## config.mk

```make
export PLATFORM = sky130hd
export DESIGN_NAME = uart_tx_fifo_param
export DESIGN_NICKNAME = d
export VERILOG_FILES = /design/src/rtl/uart_tx_fifo_param.sv
export SDC_FILE = /design/constraint.sdc
export NUM_CORES = 1
export LEC_CHECK = 0
export ABC_AREA = 1
export BUFFER_PORTS_ARGS = -buffer_cell sky130_fd_sc_hd__clkbuf_2
export CORE_MARGIN = 2
export CORE_UTILIZATION = 61
export DETAILED_ROUTE_END_ITERATION = 8
export PLACE_DENSITY_LB_ADDON = 0.3
export SLEW_MARGIN = 10
export SYNTH_ARGS = -nofsm -noshare
export SYNTH_HDL_FRONTEND = slang
export SYNTH_SLANG_ARGS = --single-unit
```

## constraint.sdc

```tcl
create_clock -name clk -period 2.9 [get_ports clk]
set_input_delay 0.725 -clock clk [delete_from_list [all_inputs] [get_ports clk]]
set_output_delay 0.725 -clock clk [all_outputs]
set_load 0.02 [all_outputs]
```

## src/rtl/uart_tx_fifo_param.sv

```systemverilog
// UART transmitter with a FIFO_DEPTH-entry transmit FIFO and per-frame framing (5-8 data bits, parity, 1/2 stop).
// Optional feature macro UART_TX_CTS_EN adds a synchronised active-low cts_n that gates frame start.
module uart_tx_fifo_param #(
  parameter int FIFO_DEPTH = 8,
  parameter int DIV_W      = 16
) (
  input  logic                          clk,
  input  logic                          rst_n,
  input  logic                          tx_en,
  input  logic [DIV_W-1:0]              baud_div,
  input  logic [1:0]                    data_bits,
  input  logic                          parity_en,
  input  logic                          odd_parity,
  input  logic                          two_stop,
  input  logic                          wr_valid,
  input  logic [7:0]                    wr_data,
`ifdef UART_TX_CTS_EN
  input  logic                          cts_n,
`endif
  output logic                          wr_ready,
  output logic [$clog2(FIFO_DEPTH):0]   fifo_count,
  output logic                          fifo_empty,
  output logic                          fifo_full,
  output logic                          busy,
  output logic                          tx_out
);
  // Push handshake: a byte is written on any clk edge where wr_valid && wr_ready; wr_ready = !fifo_full.
  localparam int AW = $clog2(FIFO_DEPTH);

  typedef enum logic [2:0] {IDLE, START, DATA, PARITY, STOP} state_t;

  state_t              state_q, state_d;
  logic [7:0]          mem_q [FIFO_DEPTH];
  logic [AW-1:0]       wr_ptr_q, wr_ptr_d, rd_ptr_q, rd_ptr_d;
  logic [AW:0]         count_q, count_d;
  logic [7:0]          shift_q, shift_d;
  logic [1:0]          nbits_q, nbits_d;
  logic                par_en_q, par_en_d;
  logic                two_stop_q, two_stop_d;
  logic                par_q, par_d;
  logic [DIV_W-1:0]    div_q, div_d;
  logic [DIV_W-1:0]    cnt_q, cnt_d;
  logic [2:0]          bit_q, bit_d;
  logic                stop_q, stop_d;

  logic                push, pop, tick, can_start, cts_ok;
  logic [7:0]          head, mask;
  logic [2:0]          last_bit;

`ifdef UART_TX_CTS_EN
  logic cts_s1_q, cts_s2_q;
  always_ff @(posedge clk or negedge rst_n) begin
    if (!rst_n) begin
      cts_s1_q <= 1'b1;
      cts_s2_q <= 1'b1;
    end else begin
      cts_s1_q <= cts_n;
      cts_s2_q <= cts_s1_q;
    end
  end
  assign cts_ok = !cts_s2_q;
`else
  assign cts_ok = 1'b1;
`endif

  assign fifo_empty = (count_q == '0);
  assign fifo_full  = (count_q == (AW+1)'(FIFO_DEPTH));
  assign fifo_count = count_q;
  assign wr_ready   = !fifo_full;
  assign busy       = (state_q != IDLE);
  assign push       = wr_valid && !fifo_full;
  assign head       = mem_q[rd_ptr_q];
  assign mask       = 8'hFF >> (2'd3 - data_bits);
  assign tick       = (cnt_q == div_q);
  assign can_start  = tx_en && !fifo_empty && cts_ok;
  assign last_bit   = {1'b0, nbits_q} + 3'd4;

  always_comb begin
    tx_out = 1'b1;
    case (state_q)
      START:   tx_out = 1'b0;
      DATA:    tx_out = shift_q[0];
      PARITY:  tx_out = par_q;
      default: tx_out = 1'b1;
    endcase
  end

  always_comb begin
    state_d    = state_q;
    shift_d    = shift_q;
    nbits_d    = nbits_q;
    par_en_d   = par_en_q;
    two_stop_d = two_stop_q;
    par_d      = par_q;
    div_d      = div_q;
    cnt_d      = cnt_q;
    bit_d      = bit_q;
    stop_d     = stop_q;
    pop        = 1'b0;

    if (state_q != IDLE) cnt_d = tick ? '0 : cnt_q + DIV_W'(1);

    case (state_q)
      IDLE:   if (can_start) pop = 1'b1;
      START:  if (tick) state_d = DATA;
      DATA: begin
        if (tick) begin
          shift_d = shift_q >> 1;
          bit_d   = bit_q + 3'd1;
          if (bit_q == last_bit) begin
            bit_d   = '0;
            state_d = par_en_q ? PARITY : STOP;
          end
        end
      end
      PARITY: if (tick) state_d = STOP;
      STOP: begin
        if (tick) begin
          if (stop_q == two_stop_q) begin
            if (can_start) pop = 1'b1;
            else           state_d = IDLE;
          end else begin
            stop_d = 1'b1;
          end
        end
      end
      default: state_d = IDLE;
    endcase

    // Framing is captured at pop time so mid-frame config changes only hit the next frame.
    if (pop) begin
      state_d    = START;
      shift_d    = head;
      nbits_d    = data_bits;
      par_en_d   = parity_en;
      two_stop_d = two_stop;
      div_d      = baud_div;
      par_d      = ^(head & mask) ^ odd_parity;
      cnt_d      = '0;
      bit_d      = '0;
      stop_d     = 1'b0;
    end
  end

  always_comb begin
    wr_ptr_d = push ? wr_ptr_q + AW'(1) : wr_ptr_q;
    rd_ptr_d = pop  ? rd_ptr_q + AW'(1) : rd_ptr_q;
    case ({push, pop})
      2'b10:   count_d = count_q + (AW+1)'(1);
      2'b01:   count_d = count_q - (AW+1)'(1);
      default: count_d = count_q;
    endcase
  end

  always_ff @(posedge clk) begin
    if (push) mem_q[wr_ptr_q] <= wr_data;
  end

  always_ff @(posedge clk or negedge rst_n) begin
    if (!rst_n) begin
      state_q    <= IDLE;
      wr_ptr_q   <= '0;
      rd_ptr_q   <= '0;
      count_q    <= '0;
      shift_q    <= '0;
      nbits_q    <= '0;
      par_en_q   <= 1'b0;
      two_stop_q <= 1'b0;
      par_q      <= 1'b0;
      div_q      <= '0;
      cnt_q      <= '0;
      bit_q      <= '0;
      stop_q     <= 1'b0;
    end else begin
      state_q    <= state_d;
      wr_ptr_q   <= wr_ptr_d;
      rd_ptr_q   <= rd_ptr_d;
      count_q    <= count_d;
      shift_q    <= shift_d;
      nbits_q    <= nbits_d;
      par_en_q   <= par_en_d;
      two_stop_q <= two_stop_d;
      par_q      <= par_d;
      div_q      <= div_d;
      cnt_q      <= cnt_d;
      bit_q      <= bit_d;
      stop_q     <= stop_d;
    end
  end
endmodule

```

# Word level (Yosys, flattened, before mapping)
# Memories as Yosys holds them, arrays and structs flattened.
# Cells that the tools add are included.
# word_totals
elab_cells	92
memories	1
out_inout_bits	9
mem_bits_rw	64
ff_bits	62
inputBits	33
# mem_list
memory	depth	word_bits	read_ports	rd_clocked_by_memory_dff	write_ports	line	rtl
mem_q	8	8	1	0	1	33	logic [7:0] mem_q [FIFO_DEPTH];
# classes
n_reduce_logical	16
n_bitwise	2
eq_ne	19
mux	32
n_shift	1
add_sub_neg	8
# op_table
cell	n
$mux 16	3
$mux 3	13
$mux 8	3
$ne 3x3->1 const B	7
$add 16x1->16 const B	1
$eq 16x16->1	1
$pmux 3 s5	1
$reduce_bool 2->1	5
$add 3x1->3 const B	3
$mux 1	9
$and 8x8->8	1
$pmux 4 s2	1
$reduce_and 8->1	1
$reduce_xor 8->1	1
$shr 8x2->8 const A	1
$eq 3x2->1 const B	2
$add 4x1->4 const B	1
$eq 4x4->1 const B	1
$logic_not 4->1	1
$ne 2x2->1 const B	2
$sub 4x1->4 const B	1
$add 2x3->3 const B	1
$eq 3x1->1 const B	1
$eq 3x3->1	1
other kinds (14)	16

# Longest topological paths before layout
# logic_depth
depth_word	9
depth_mapped	17
ltp_nobuf	15

# Worst setup path after synthesis
# Ideal clock, no wire load.
# synth_path
path_type	register to register
startpoint	reg cnt_q[5]
endpoint	reg count_q[2], in the netlist fifo_count[2]
n_path_buf	1
setup_slack_ns	0.452
path_stages_with_launch	16
setup_ns	0.119
synth_period_minus_slack_ns	2.448
arrival_time_ns	2.329
required_time_ns	2.781
path_cell_list	dfrtp_1 xnor2_1 nand2_1 nor4_4 nand2_4 nand2_4 nand2_8 clkinv_8 buf_6 ha_1 xor2_1 ha_1 a21oi_1 a21oi_1 o21ai_0 o21a_1
# synth_via
elab_chain_len	5
word_cells_on_any_way	7
classes_between	3 x eq/ne; 3 x mux; 1 x reduce/logical
# synth_lines
item	line	rtl
start, declared	42	logic [DIV_W-1:0] cnt_q, cnt_d;
start signal, assigned	185	cnt_q <= cnt_d;
$eq 16x16->1 *	74	assign tick = (cnt_q == div_q);
$mux 1 *	118	if (tick) begin
$pmux 1 s2 *	103	case (state_q)
$eq 2x1->1 / $eq 2x2->1 (equally long branches)	148	case ({push, pop})
$pmux 4 s2 / $reduce_bool 2->1 (equally long branches)	--	
end signal, assigned	178	count_q <= count_d;
end, declared	35	logic [AW:0] count_q, count_d;
# Every way passes the cells marked *; elsewhere a longest branch is shown, timed or not.
# A chain may end at the register's enable or synchronous reset.

# Worst setup path after layout
# layout_path
startpoint	reg cnt_q[4]
endpoint	reg count_q[3], in the netlist fifo_count[3]
# The elaborated chain is that of the path after synthesis.

==> results.json <==
{
  "syn_inst": 719,
  "synth_top_area_share_pct": 30.5,
  "leakagePower_nw": 3.47,
  "clkLatencyLatePin_ns": 0.53,
  "tightest_slew_ns": 0.801,
  "async_reset_ff_share_pct": 49.2,
  "hold_violations": 0,
  "r2r_end": "fifo_count[3]",
  "finClkSkew_ns": 0.00643,
  "core_region_area_um2": 10200,
  "fin_setup_tns_ns": 0,
  "area_growth_pct": 14.3,
  "via_per_inst": 5.16,
  "clkTransAtPathRegs_ns": 0.06,
  "cp.arrival_ns": 2.98,
  "avgSynthCellArea_um2": 8.75,
  "clkPwrFrac_pct": 27.8,
  "slew_headroom_pct": 46.6,
  "yosysTopAreaCell": "edfxtp_1",
  "yosysWarnings": 0,
  "r2r_slack_ns": 0.32,
  "die-area_um2": 11100,
  "cp-end-kind": "flip-flop",
  "routed-via-count": 4743,
  "critPathKind": "reg -> reg",
  "p_switching_mw": 2.92,
  "cp-start-kind": "flip-flop",
  "cts_root_buf": "clkbuf_8",
  "cap_viol_max_count": 0,
  "antenna_found_initial": 0,
  "grt_overflow_total": 0,
  "synthFlopType": "edfxtp_1",
  "die_h_um": 106,
  "netlist_area_um2": 6290,
  "crit_slowest_cell": "dfrtp_1",
  "start_util_pct": 61.8,
  "clock_sinks": 126,
  "cp_max_fo": 33,
  "synth_common_cells": "nand2_1 (260), inv_1 (88), nand3_1 (72)",
  "synth-edff-count": 64,
  "period_needed_ns": 2.58,
  "dp_hpwl_mm": 8.50,
  "p_seq_share_pct": 35.4,
  "std_cell_rows": 37,
  "cts_resized": 0,
  "grt_pass1_wl_mm": 21.5,
  "setup_viol_count_final": 0,
  "crit_buf_inv": 2,
  "fmax_ghz": 0.388,
  "peakVddDrop_mv": 0.695,
  "path_delay_family": "simple AND/OR/NAND/NOR gates",
  "rsz0062_at_grt": "false",
  "cts-buffers-inserted": 17,
  "io_buffers": 41,
  "ant_nets": 0,
  "synth_cell_types": 36,
  "die_x_um": 106,
  "swShare_pct": 39.1,
  "fin_crit_sh_pct": 88.9,
  "grt_max_degree": 63,
  "synth_seq_cells": 126,
  "rr_startpoint": "cnt_q[4]",
  "status": "completed",
  "grt.total_usage_pct": 25.2,
  "synth_area_leaders": "edfxtp_1 (31%), dfrtp_1 (25%), nand2_1 (16%)",
  "gp_routability_congestion": 0.859,
  "pwr-share-comb_pct": 36.8,
  "cp.required_ns": 3.30,
  "cts_hold_buf": 0,
  "clk_path_buf_depth": 2,
  "critPathMostFrequentCell": "nand2_4",
  "cts_tree": "yes",
  "h-tree-depth": 4,
  "yosysSeqAreaShare_pct": 55.2,
  "path_cells": "xnor2_1 -> nand2_1 -> nor4_4 -> nand2_4 -> nand2_4 -> nand2_8 -> clkinv_8 -> buf_4 -> ha_1 -> a21oi_1 -> o21ai_0 -> xor2_1",
  "drt-pass1-iter-count": 5,
  "hold_slack_ns": 0.365,
  "diodes": 0,
  "reg2reg_depth": 12,
  "synthesis.nets": 759,
  "slew_violations": 0,
  "drt_iter0_drc": 277,
  "drc_errors": 0,
  "postCtsSetupBuffers": 0,
  "drt-total-wl_mm": 13.0,
  "intPower_mw": 4.55,
  "synth_most_common_cell": "nand2_1",
  "worst_path_largest_cell_delay_ns": 0.42,
  "p_per_area_nw_per_um2": 1040,
  "boundaryPins": 42,
  "drive_gt1_share_pct": 13.8,
  "post_drt_wl_per_cell_um": 14.1,
  "grt_pass1_vias": 4583,
  "hold_path_class": "in -> async",
  "nets": 810
}
-- registers in the layout, indices dropped and copies added (netlist names) --
signal and flops:
div_q 16, cnt_q 16, nbits_q 2, state_q 3
rd_ptr_q 3, wr_ptr_q 3, shift_q 8, stop_q 1
two_stop_q 1, fifo_count 4, bit_q 3, mem_q 64
par_en_q 1, par_q 1
-- power groups by stage --
stage	Combinational (mW)	Clock, mW	Sequential, mW
global placement	2.63	0	2.65
global route	3.14	2.19	2.69
detailed placement	2.72	0	2.67
CTS	2.76	2.10	2.65
floorplan	2.17	0	2.60
finish	2.75	2.08	2.65
-- cell usage in the layout, fill, tap and decap left out, types with 14 or more instances in the layout --
cell type,count
xnor2_1,16
o21ai_0,23
inv_1,88
edfxtp_1,64
clkbuf_16,16
nand3_1,72
nor2_1,36
dfrtp_1,62
clkbuf_2,41
buf_4,14
nand2_1,260
-- cells by family after synthesis --
| logic type | Yosys count | share of synthesized area, % |
|---|---|---|
| AND/OR/NAND/NOR | 401 | 27.5 |
| XOR/XNOR | 27 | 3.76 |
| flip-flops | 126 | 55.2 |
| buffers and inverters | 117 | 8.53 |
| AO/OA/AOI/OAI | 41 | 3.60 |
| adder cells (fa/ha/maj) | 7 | 1.39 |
-- stage by stage --
step | instance area, µm² | util (%) | power, mW | std cells | setup WS, ns
global placement | 6600 | 64.8 | 5.28 | 887 | 0.271
floorplan | 6290 | - | 4.77 | 719 | 0.452
detailed placement | 6600 | 64.8 | 5.39 | 887 | 0.247
CTS | 7190 | 70.6 | 7.51 | 919 | 0.308
finish | 7190 | 70.6 | 7.48 | 919 | 0.323
global route | 7190 | 70.6 | 8.02 | 919 | 0.112
-- routing by layer --
layer | vias up | part of all wire (%) | GRT usage, %
met5 | - | 0 | 0
met4 | 0 | 1.6 | 9.68
met3 | 18 | 5.7 | 6.25
met2 | 121 | 50 | 42.2
met1 | 2210 | 43 | 31.6
li1 | 2394 | - | -
-- how the worst max path moves through the flow --
stage	from	endpoint	slack, ns	depth (start not counted)
global route	cnt_q[4]	fifo_count[2]	0.11	14
floorplan	cnt_q[5]	fifo_count[2]	0.45	15
detailed placement	tx_en	fifo_count[2]	0.25	11
CTS	cnt_q[4]	fifo_count[3]	0.31	13
global placement	tx_en	fifo_count[3]	0.27	10
finish	cnt_q[4]	fifo_count[3]	0.32	12
-- final cells by class --
class                           count  area [µm²]
Timing Repair Buffer               55         310
Multi-Input combinational cell    476        2280
Tap cell                          136         170
Clock buffer                       21         459
Sequential cell                   126        3470
Inverter                           94         365
Clock inverter                     11         131
Fill cell                         773        2990
-- worst reg2reg max path: stages, from the launching register on --
cell      delay (ns)
dfrtp_1         0.42
xnor2_1         0.16
nand2_1         0.12
nor4_4          0.31
nand2_4         0.13
nand2_4         0.12
nand2_8         0.07
clkinv_8        0.05
buf_4           0.33
ha_1            0.36
a21oi_1         0.13
o21ai_0         0.11
xor2_1          0.15
Note: power is estimated with default switching activity, not from simulation.
